===== src/rtl/if_fetch_if.sv =====
// Fetch-stage bundle: decode-side control (stall/redirect), the
// instruction-memory request/acknowledge channel and the registered
// instruction handed to decode. The fetch unit uses the master modport;
// the surrounding pipeline/memory uses the slave modport.
interface if_fetch_if;
    // Control from downstream stages
    logic        stall;
    logic        redirect;
    logic [31:0] redirect_pc;

    // Instruction-memory channel
    logic        mem_req;
    logic [31:0] mem_addr;
    logic        mem_ack;
    logic [31:0] mem_rdata;

    // Instruction delivered to decode
    logic [31:0] ins;
    logic [31:0] npc_o;
    logic        ins_valid;

    modport master (
        input  stall,
        input  redirect,
        input  redirect_pc,
        input  mem_ack,
        input  mem_rdata,
        output mem_req,
        output mem_addr,
        output ins,
        output npc_o,
        output ins_valid
    );

    modport slave (
        output stall,
        output redirect,
        output redirect_pc,
        output mem_ack,
        output mem_rdata,
        input  mem_req,
        input  mem_addr,
        input  ins,
        input  npc_o,
        input  ins_valid
    );
endinterface


===== src/rtl/if_fetch.sv =====
// Instruction fetch stage.
// Issues one word-aligned read per cycle while in REQ, keeps the address
// stable until the memory acknowledges, and hands the returned word to
// decode together with its fall-through address. A decode stall that
// coincides with an acknowledge parks the word in a one-entry hold buffer
// (state HOLD, no request). Redirects win over stall; a redirect that
// arrives while a request is still outstanding is remembered as pending,
// and the late data for the abandoned address is dropped on its ack.
module if_fetch #(
    parameter logic [31:0] RESET_PC = 32'h0000_0000
) (
    input  logic          clk,
    input  logic          rst,
    if_fetch_if.master    bus
);

    typedef enum logic {
        S_REQ  = 1'b0,
        S_HOLD = 1'b1
    } state_t;

    state_t      state_reg;
    logic [31:0] pc_reg;
    logic [31:0] hold_ins_reg;
    logic [31:0] hold_npc_reg;
    logic        pend_reg;
    logic [31:0] pend_pc_reg;
    logic [31:0] ins_reg;
    logic [31:0] npc_reg;
    logic        ins_valid_reg;
    // Tracks state==S_REQ except in the first cycle after reset release,
    // so the request line stays low while reset is asserted.
    logic        mem_req_reg;

    logic [31:0] pc_plus4;
    logic [31:0] redirect_target;
    logic        stall;
    logic        redirect;
    logic        mem_ack;
    logic [31:0] mem_rdata;

    assign stall     = bus.stall;
    assign redirect  = bus.redirect;
    assign mem_ack   = bus.mem_ack;
    assign mem_rdata = bus.mem_rdata;

    // Sequential fall-through address; wraps naturally at 2^32.
    assign pc_plus4 = pc_reg + 32'd4;

    // Branch targets are forced to word alignment.
    assign redirect_target = bus.redirect_pc & 32'hFFFF_FFFC;

    // Fetch FSM: pc, hold buffer, pending redirect and decode outputs.
    always_ff @(posedge clk or negedge rst) begin
        if (!rst) begin
            state_reg     <= S_REQ;
            pc_reg        <= RESET_PC;
            hold_ins_reg  <= 32'h0000_0000;
            hold_npc_reg  <= 32'h0000_0000;
            pend_reg      <= 1'b0;
            pend_pc_reg   <= 32'h0000_0000;
            ins_reg       <= 32'h0000_0000;
            npc_reg       <= 32'h0000_0000;
            ins_valid_reg <= 1'b0;
            mem_req_reg   <= 1'b0;
        end else begin
            case (state_reg)
                S_REQ: begin
                    mem_req_reg <= 1'b1;
                    if (!mem_req_reg) begin
                        // First cycle out of reset: nothing outstanding yet,
                        // so a redirect can be applied to pc directly.
                        if (redirect) begin
                            pc_reg        <= redirect_target;
                            ins_reg       <= 32'h0000_0000;
                            ins_valid_reg <= 1'b0;
                        end
                    end else if (redirect) begin
                        ins_reg       <= 32'h0000_0000;
                        ins_valid_reg <= 1'b0;
                        if (mem_ack) begin
                            // Request completes now: drop the data, jump.
                            pc_reg   <= redirect_target;
                            pend_reg <= 1'b0;
                        end else begin
                            // Request still in flight: keep mem_addr stable
                            // and remember where to go once it is acked.
                            // A newer redirect simply overwrites the target.
                            pend_reg    <= 1'b1;
                            pend_pc_reg <= redirect_target;
                        end
                    end else if (mem_ack && pend_reg) begin
                        // Late data for an abandoned address: discard it.
                        pc_reg   <= pend_pc_reg;
                        pend_reg <= 1'b0;
                        if (!stall) begin
                            ins_reg       <= 32'h0000_0000;
                            ins_valid_reg <= 1'b0;
                        end
                    end else if (mem_ack) begin
                        pc_reg <= pc_plus4;
                        if (stall) begin
                            // Decode is busy: park the word and stop
                            // requesting until it has been handed over.
                            hold_ins_reg <= mem_rdata;
                            hold_npc_reg <= pc_plus4;
                            state_reg    <= S_HOLD;
                            mem_req_reg  <= 1'b0;
                        end else begin
                            ins_reg       <= mem_rdata;
                            npc_reg       <= pc_plus4;
                            ins_valid_reg <= 1'b1;
                        end
                    end else if (!stall) begin
                        // Memory wait state: present a bubble to decode.
                        ins_reg       <= 32'h0000_0000;
                        ins_valid_reg <= 1'b0;
                    end
                end

                S_HOLD: begin
                    if (redirect) begin
                        // Parked word is on the wrong path: drop it and
                        // request the target immediately, even under stall.
                        pc_reg        <= redirect_target;
                        hold_ins_reg  <= 32'h0000_0000;
                        hold_npc_reg  <= 32'h0000_0000;
                        ins_reg       <= 32'h0000_0000;
                        ins_valid_reg <= 1'b0;
                        state_reg     <= S_REQ;
                        mem_req_reg   <= 1'b1;
                    end else if (!stall) begin
                        ins_reg       <= hold_ins_reg;
                        npc_reg       <= hold_npc_reg;
                        ins_valid_reg <= 1'b1;
                        state_reg     <= S_REQ;
                        mem_req_reg   <= 1'b1;
                    end
                end
            endcase
        end
    end

    assign bus.mem_req   = mem_req_reg;
    assign bus.mem_addr  = pc_reg;
    assign bus.ins       = ins_reg;
    assign bus.npc_o     = npc_reg;
    assign bus.ins_valid = ins_valid_reg;

endmodule

===== src/flat_wrapper.sv =====
// flat-port wrapper written by rule: the top's interface ports become plain ports
module if_fetch_flat 
#(
    parameter logic [31:0] RESET_PC = 32'h0000_0000
)
  (clk, rst, bus_stall, bus_redirect, bus_redirect_pc, bus_mem_ack, bus_mem_rdata, bus_mem_req, bus_mem_addr, bus_ins, bus_npc_o, bus_ins_valid);
  if_fetch_if bus_i ();
  input  logic clk;
  input  logic rst;
  input wire logic [$bits(bus_i.stall)-1:0] bus_stall;
  input wire logic [$bits(bus_i.redirect)-1:0] bus_redirect;
  input wire logic [$bits(bus_i.redirect_pc)-1:0] bus_redirect_pc;
  input wire logic [$bits(bus_i.mem_ack)-1:0] bus_mem_ack;
  input wire logic [$bits(bus_i.mem_rdata)-1:0] bus_mem_rdata;
  output wire logic [$bits(bus_i.mem_req)-1:0] bus_mem_req;
  output wire logic [$bits(bus_i.mem_addr)-1:0] bus_mem_addr;
  output wire logic [$bits(bus_i.ins)-1:0] bus_ins;
  output wire logic [$bits(bus_i.npc_o)-1:0] bus_npc_o;
  output wire logic [$bits(bus_i.ins_valid)-1:0] bus_ins_valid;
  assign bus_i.stall = bus_stall;
  assign bus_i.redirect = bus_redirect;
  assign bus_i.redirect_pc = bus_redirect_pc;
  assign bus_i.mem_ack = bus_mem_ack;
  assign bus_i.mem_rdata = bus_mem_rdata;
  assign bus_mem_req = bus_i.mem_req;
  assign bus_mem_addr = bus_i.mem_addr;
  assign bus_ins = bus_i.ins;
  assign bus_npc_o = bus_i.npc_o;
  assign bus_ins_valid = bus_i.ins_valid;
  if_fetch #(.RESET_PC(RESET_PC)) u_core (.clk(clk), .rst(rst), .bus(bus_i));
endmodule

===== config.mk =====
export PLATFORM = sky130hd
export DESIGN_NAME = if_fetch_flat
export DESIGN_NICKNAME = d
export VERILOG_FILES = /design/src/rtl/if_fetch_if.sv /design/src/rtl/if_fetch.sv /design/src/flat_wrapper.sv
export SDC_FILE = /design/constraint.sdc
export NUM_CORES = 1
export LEC_CHECK = 0
export BUFFER_PORTS_ARGS = -buffer_cell sky130_fd_sc_hd__buf_4
export CORE_ASPECT_RATIO = 1.4
export CORE_MARGIN = 5
export CORE_UTILIZATION = 49
export DETAILED_ROUTE_END_ITERATION = 8
export GPL_TIMING_DRIVEN = 1
export PLACE_DENSITY = 0.74
export SLEW_MARGIN = 20
export SYNTH_ARGS = -nofsm -noshare
export SYNTH_HDL_FRONTEND = slang
export SYNTH_SLANG_ARGS = --single-unit

===== constraint.sdc =====
create_clock -name clk -period 4.86 [get_ports clk]
set_input_delay 0.486 -clock clk [delete_from_list [all_inputs] [get_ports clk]]
set_output_delay 0.486 -clock clk [all_outputs]
set_load 0.02 [all_outputs]

==> summary.md, run 1 <==
| Metric | Value |
|---|---|
| Outcome | complete, no violations |
| Largest net degree at the start of global routing | 109 |
| Setup fix buffers added after clock tree synthesis | 0 |
| Total global-route track usage | 23.7% |
| Number of inserted diodes | 0 |
| Count of boundary I/O pins | 167 |
| CTS Root Cell | sky130_fd_sc_hd__clkbuf_16 |
| Utilization after layout | 61.0% |
| Setup Skew | 0.0123 ns |
| Number of vias in the routed layout | 7,444 |
| Number of buffers inserted during clock tree synthesis | 17 |
| Initial antenna violation count | 0 |
| Synth top area share | 53.8% |
| Detailed-routing iteration count for the pre-antenna-repair pass | 5 |
| Static Leakage | 4.94 nW |
| EDFF count, synth | 0 |
| Synth-to-layout area growth | 22.0% |
| Starting density of the core | 50.0% |
| Total routed wirelength | 25.3 mm |
| Clk_lat worst skew | 0.43 ns |
| Kind of critical path | register to register |
| Final HPWL from detailed placement | 17.6 mm |
| Final weighted congestion of routability-driven global placement | 0.933 |
| Async set-reset flop share out of synthesis | 100% |
| Number of instances in the synthesized netlist | 852 |
| Synth Area per Inst | 10.6 sq um |
| First-pass GRT wire length | 40.4 mm |
| Share of cells above drive strength 1 | 27.9% |
| Commonest cells post-synth | sky130_fd_sc_hd__dfrtp_1, sky130_fd_sc_hd__nand2_1, sky130_fd_sc_hd__o21ai_0 |
| Floorplan die area | 0.0213 sq mm |
| Transition time at the pin with the least slew margin | 0.920 ns |
| Total count of hold-check failures in the final report | 0 |
| Clock transition at the register clock pins on the worst setup and hold paths after CTS | 0.07 ns |
| Number of global-route vias before repair | 7,300 |
| Required time worst endpoint | 5.20 ns |
| Syn_nets | 922 |
| Critical Path Source Type | register |
| Largest cells by area after synthesis | sky130_fd_sc_hd__dfrtp_1, sky130_fd_sc_hd__nand2_1, sky130_fd_sc_hd__a22o_1, sky130_fd_sc_hd__o21ai_0, sky130_fd_sc_hd__mux2_2 |
| Residual DRC | 0 |
| Peak ir drop on the vdd network | 0.208 mV |
| Final critical path time including I/O delays and setup | 3.00 ns |
| Proportion of synthesized chip area in sequential cells | 53.8% |
| Ratio of final minimum period to clock period | 61.7% |
| Warning count from the yosys run | 0 |
| Fin Setup TNS | 0 ns |
| Slew headroom | 38.5% |
| Number of cell rows | 58 |
| Synth Register Bits | 194 |
| Cts hold-fix bufs | 0 |
| Count of pins over their slew limit | 0 |
| Number of nets with antenna violations after routing | 0 |
| Path category of the worst min-delay check | input port to asynchronous set/reset pin |
| Power per standard cell area | 454 mW/mm^2 |
| Vertical die dimension | 171 um |
| Capturing element type of the critical path | register |
| Number of setup violations in the final report | 0 |
| Net total in the final layout | 1,060 |
| Unique cell type count in the Yosys netlist | 78 |
| Number of DRC markers in iteration 0 | 952 |
| Syn Std Cell Area | 0.00903 sq mm |
| CTS Buffer Depth | 2 |
| Placed Instances | 1,211 |
| Dominant cell by count in the synthesized netlist | sky130_fd_sc_hd__dfrtp_1 |
| TritonCTS clock tree | done |
| Die width | 125 um |
| Routed wl met2 | 12.3 mm |
| Routed vias/inst | 5.99 |
| Number of input and output port buffers inserted | 164 |
| Mean routed wirelength per cell | 20.4 um |
| Number of instances resized during post-cts repair | 0 |
| Count of clock tree sinks | 194 |
| Library cell occupying the most area in the post-synthesis netlist | sky130_fd_sc_hd__dfrtp_1 |
| Fin cells | 1,243 |
| Achievable Freq | 333 MHz |
| Arr. time, crit path | 3.33 ns |
| RSZ-0062 raised after global routing | false |
| Leftover overflow at the end of global routing | 0 |
| Met1 WL | 10.5 mm |
| Prevailing post-synth register cell | sky130_fd_sc_hd__dfrtp_1 |
| Placeable core region | 0.0181 sq mm |
| Critical Path Fanout Max | 33 |
| Met3 WL | 1.48 mm |
| Htree depth | 4 |
| Max_cap viols | 0 |
| Max Used Layer | met4 |
==> per-layer routing <==
| metal | up-vias | track usage (%) |
|---|---|---|
| met1 | 3663 | 30.9 |
| met4 | 0 | 10.4 |
| met2 | 303 | 38.8 |
| met5 | - | 0 |
| li1 | 3424 | - |
| met3 | 54 | 4.93 |
==> per-stage QoR <==
step	total power [mW]	worst slack [ns]	hold WS [ns]	instance area, sq um
6_report	5.01	1.86	0.0731	11000
5_1_grt	5.27	1.68	0.127	11000
4_1_cts	5.03	1.87	0.112	11000
3_5_place_dp	3.66	1.88	0.454	10400
3_3_place_gp	3.62	1.96	0.455	10400
2_1_floorplan	3.04	2.82	0.190	9030
==> final cells by class <==
cell class                 instances  area (sq um)
tap                              240           300
clock inverter                    12           113
multi-input combinational        590          3890
fill                            1543          7050
inverter                           9          33.8
sequential                       194          4850
timing repair buffer             178          1360
clock buffer                      20           467
==> power breakdown <==
group          leakage (nW)  total (mW)  internal, mW  switching (mW)
registers              2.46        2.27          1.97           0.302
logic                  2.19        1.36         0.588           0.776
clock network         0.278        1.37         0.716           0.658
==> cells by family (layout without fill, tap and decap cells) <==
kind of cell,count (synthesis),in the layout,synth area share (%)
muxes,44,44,5.33
and+or+nand+nor,247,247,14.3
DFF,194,194,53.8
xor gates and xnor gates,24,24,2.33
AOI/OAI and AO/OA,274,274,20.8
buffers and inverters,68,219,3.35
adders and majority gates,1,1,0.139
==> placed cells by master, fill, tap and decap left out, types with 24 or more instances in the layout <==
cell / instances
sky130_fd_sc_hd__buf_4: 176
sky130_fd_sc_hd__nand3_1: 27
sky130_fd_sc_hd__mux2_2: 33
sky130_fd_sc_hd__a22oi_1: 38
sky130_fd_sc_hd__dfrtp_1: 194
sky130_fd_sc_hd__o21ai_0: 75
sky130_fd_sc_hd__a22o_1: 45
sky130_fd_sc_hd__nand2_1: 108
sky130_fd_sc_hd__nor2_1: 38
sky130_fd_sc_hd__a21oi_1: 24
==> worst max-delay path: stages, from the launching register on <==
cell and delay [ns]:
sky130_fd_sc_hd__dfrtp_1 0.89, sky130_fd_sc_hd__nor3b_2 0.27, sky130_fd_sc_hd__and3_2 0.32, sky130_fd_sc_hd__a21oi_4 0.70, sky130_fd_sc_hd__buf_4 0.51, sky130_fd_sc_hd__nand2_1 0.10, sky130_fd_sc_hd__o21ai_0 0.08
==> final timing paths <==
check                                                         start                             endpoint  slack, ns  cells after the start
worst min-delay path                                            rst   u_core.pend_pc_reg[15]$_DFFE_PN0P_       0.07                      1
worst max register to register           u_core.state_reg$_DFF_PN0_  u_core.hold_npc_reg[15]$_DFFE_PN0P_       1.86                      6
min in group clk                                   bus_mem_rdata[4]   u_core.hold_ins_reg[4]$_DFFE_PN0P_       0.28                      2
worst max-delay path                     u_core.state_reg$_DFF_PN0_  u_core.hold_npc_reg[15]$_DFFE_PN0P_       1.86                      6
worst min register to register  u_core.hold_npc_reg[25]$_DFFE_PN0P_  u_core.hold_npc_reg[25]$_DFFE_PN0P_       0.47                      2
max in group asynchronous                                       rst  u_core.hold_npc_reg[18]$_DFFE_PN0P_       3.75                      2
Note: power is estimated with default switching activity, not from simulation.
==> inputs of run 2 (changes only) <==
Settings changed: PLACE_DENSITY 0.74 to 0.76.
Clock period 4.86 ns to 2.6 ns, I/O delays scaled along.
==> run 2 against run 1 <==
  * Combinational power increased by 93%
  * Worst setup slack got worse by 1.5 ns
  * First-iteration DRC count decreased by 31%
  * Count of clock-buffer cells in the layout decreased by 1
  * Final area increased by 2.0%
  * Via count increased by 1.4%
  * Worst hold slack got worse by 0.020 ns
  * Largest power group unchanged
==> summary.md, run 2 (synthesized netlist as in run 1, its figures left out) <==
| Metric | Value |
|---|---|
| Final weighted congestion of routability-driven global placement | 0.930 (-0.27%) |
| Fin Setup TNS | 0 ns (unchanged) |
| Number of setup violations in the final report | 0 (unchanged) |
| Floorplan die area | 0.0213 sq mm (unchanged) |
| Critical-path top delay cell | sky130_fd_sc_hd__nor4_4 |
| CTS Buffer Depth | 2 (unchanged) |
| Transition time at the pin with the least slew margin | 0.921 ns (+0.000490 ns) |
| Routed vias/inst | 5.96 (-0.45%) |
| Total count of hold-check failures in the final report | 0 (unchanged) |
| Synth-to-layout area growth | 24.5% |
| Number of buffers inserted during clock tree synthesis | 17 (unchanged) |
| Max_cap viols | 0 (unchanged) |
| Largest net degree at the start of global routing | 56 (-49%) |
| Arr. time, crit path | 2.63 ns (-0.70 ns) |
| Share of cells above drive strength 1 | 29.4% (+1.5 points) |
| Setup slack at placement | 0.330 ns (-1.55 ns) |
| Slew headroom | 38.6% (+0.096 points) |
| Peak ir drop on the vdd network | 0.467 mV (+120%) |
| RSZ-0062 raised after global routing | false |
| Setup Skew | 0.0118 ns (-0.000458 ns) |
| Number of nets with antenna violations after routing | 0 (unchanged) |
| Worst path buffer plus inverter count | 0 (-1) |
| Final setup margin | 0.313 ns (-1.55 ns) |
| Stage delay of the slowest cell on the critical path | 0.52 ns (-0.37 ns) |
| Final HPWL from detailed placement | 18.2 mm (+3.5%) |
| Clock transition at the register clock pins on the worst setup and hold paths after CTS | 0.07 ns (about the same) |
| Register area | 0.00485 sq mm (unchanged) |
| Number of vias in the routed layout | 7,548 (+1.4%) |
| Number of inserted diodes | 0 (unchanged) |
| Start of the worst register-to-register path | u_core.bus.mem_addr[3]$_DFFE_PN0P_ |
| Kind of critical path | register to register |
| Outcome | complete, no violations |
| Count of clock tree sinks | 194 (unchanged) |
| Leftover overflow at the end of global routing | 0 (unchanged) |
| CTS Root Cell | sky130_fd_sc_hd__clkbuf_16 |
| Ordered cell list for the critical path | ha_1 -> nand2_1 -> nor4_4 -> nand4_1 -> o32a_1 -> o21ai_0 |
| Critical Path Source Type | register |
| Residual DRC | 0 (unchanged) |
| Total routed wirelength | 25.4 mm (+0.34%) |
| Number of instances resized during post-cts repair | 0 (unchanged) |
| Path category of the worst min-delay check | input port to register |
| Initial antenna violation count | 0 (unchanged) |
| Detailed-routing iteration count for the pre-antenna-repair pass | 5 (unchanged) |
| Fillers | 1,514 (-1.9%) |
| Required time worst endpoint | 2.94 ns (-2.26 ns) |
| Vertical die dimension | 171 um (unchanged) |
| Power per standard cell area | 844 mW/mm^2 (+86%) |
| Achievable Freq | 437 MHz (+31%) |
| Ratio of final minimum period to clock period | 87.9% (+26 points) |
| Static Leakage | 5.07 nW (+2.7%) |
| Total global-route track usage | 24.2% (+0.42 points) |
| CP startpoint | u_core.bus.mem_addr[3]$_DFFE_PN0P_ |
| Count of pins over their slew limit | 0 (unchanged) |
| Final critical path time including I/O delays and setup | 2.29 ns (-0.712 ns) |
| Number of DRC markers in iteration 0 | 654 (-31%) |
| TritonCTS clock tree | done |
| Number of input and output port buffers inserted | 164 (unchanged) |
| Die width | 125 um (unchanged) |
| Capturing element type of the critical path | register |
| Number of cell rows | 58 (unchanged) |
| First-pass GRT wire length | 41.2 mm (+2.1%) |
| Most common cell after layout, fill and taps aside | sky130_fd_sc_hd__buf_4 |
| Clk_lat worst skew | 0.43 ns (about the same) |
| Number of global-route vias before repair | 7,432 (+1.8%) |
| Count of boundary I/O pins | 167 (unchanged) |
| Beginning of the worst hold path | bus_mem_rdata[4] |
| Total Power | 9.49 mW (+90%) |
| Htree depth | 4 (unchanged) |
| Category of cells accounting for the largest share of critical-path delay | simple AND/OR/NAND/NOR gates |
| Mean routed wirelength per cell | 20.1 um (-1.5%) |
| Commonest cells after routing, fill and taps aside | sky130_fd_sc_hd__buf_4, sky130_fd_sc_hd__dfrtp_1, sky130_fd_sc_hd__nand2_1 |
| Net total in the final layout | 1,083 (+2.2%) |
| Area taken by multi-input logic gates | 0.00389 sq mm (unchanged) |
| Critical Path Fanout Max | 7 (-79%) |
| Placeable core region | 0.0181 sq mm (unchanged) |
| Starting density of the core | 50.0% (unchanged) |
[run 2: cell count changes in the layout (fill, tap and decap cells not counted)]
| cell | before | now |
|---|---|---|
| sky130_fd_sc_hd__buf_4 | 176 | 195 |
| sky130_fd_sc_hd__clkinvlp_4 | 3 | 2 |
| sky130_fd_sc_hd__inv_6 | 3 | 2 |
| sky130_fd_sc_hd__bufinv_16 | 0 | 1 |
| sky130_fd_sc_hd__clkinv_8 | 1 | 0 |
| sky130_fd_sc_hd__inv_8 | 3 | 4 |
| sky130_fd_sc_hd__dlygate4sd3_1 | 0 | 1 |
| sky130_fd_sc_hd__buf_12 | 1 | 4 |
| sky130_fd_sc_hd__clkbuf_8 | 4 | 3 |
| sky130_fd_sc_hd__clkinv_4 | 1 | 3 |
[run 2: metrics by stage]
stage	util, %	std cells	hold slack (ns)	area (sq um)
6_report	62.2	1266	0.0536	11200
3_5_place_dp	58.9	1233	0.266	10600
4_1_cts	62.2	1266	0.0343	11200
5_1_grt	62.2	1266	0.0466	11200
3_3_place_gp	58.9	1233	0.263	10600
2_1_floorplan	-	852	-0.0356	9030
[run 2: layout make-up]
class / count / area share (%)
clock inverter: 13 / 1.24
timing repair buffer: 201 / 13.9
tap: 240 / 2.67
inverter: 9 / 0.300
sequential: 194 / 43.2
clock buffer: 19 / 4.03
multi-input combinational: 590 / 34.6
[run 2: final timing paths]
check / endpoint / slack [ns] / depth (start not counted)
setup / recovery: u_core.bus.mem_addr[24]$_DFFE_PN0P_ / 0.31 / 6
hold / removal: u_core.hold_ins_reg[4]$_DFFE_PN0P_ / 0.05 / 2
setup reg to reg: u_core.bus.mem_addr[24]$_DFFE_PN0P_ / 0.31 / 6
hold reg to reg: u_core.hold_npc_reg[25]$_DFFE_PN0P_ / 0.48 / 2
max in group asynchronous: u_core.bus.ins[14]$_DFFE_PN0P_ / 1.50 / 3
min in group asynchronous: u_core.pend_pc_reg[15]$_DFFE_PN0P_ / 0.35 / 2
[run 2: per-layer routing]
layer | up-vias | wire length (um) | GRT usage [%]
li1 | 3469 | - | -
met1 | 3758 | 10500 | 32.1
met2 | 275 | 12800 | 39.2
met3 | 46 | 1310 | 4.59
met4 | 0 | 854 | 10.2
met5 | - | 0 | 0
[run 2: timing repair]
action,4_1_cts,5_1_grt
endpoints found under the hold margin,51,0
hold buffers,1,0
buffers inserted,0,0
[run 2: where the power goes]
| group | internal (mW) | switching [mW] | leakage [nW] |
|---|---|---|---|
| sequential | 3.68 | 0.557 | 2.46 |
| clock | 1.41 | 1.23 | 0.288 |
| combinational | 1.15 | 1.47 | 2.32 |
| total | 6.24 | 3.25 | 5.07 |
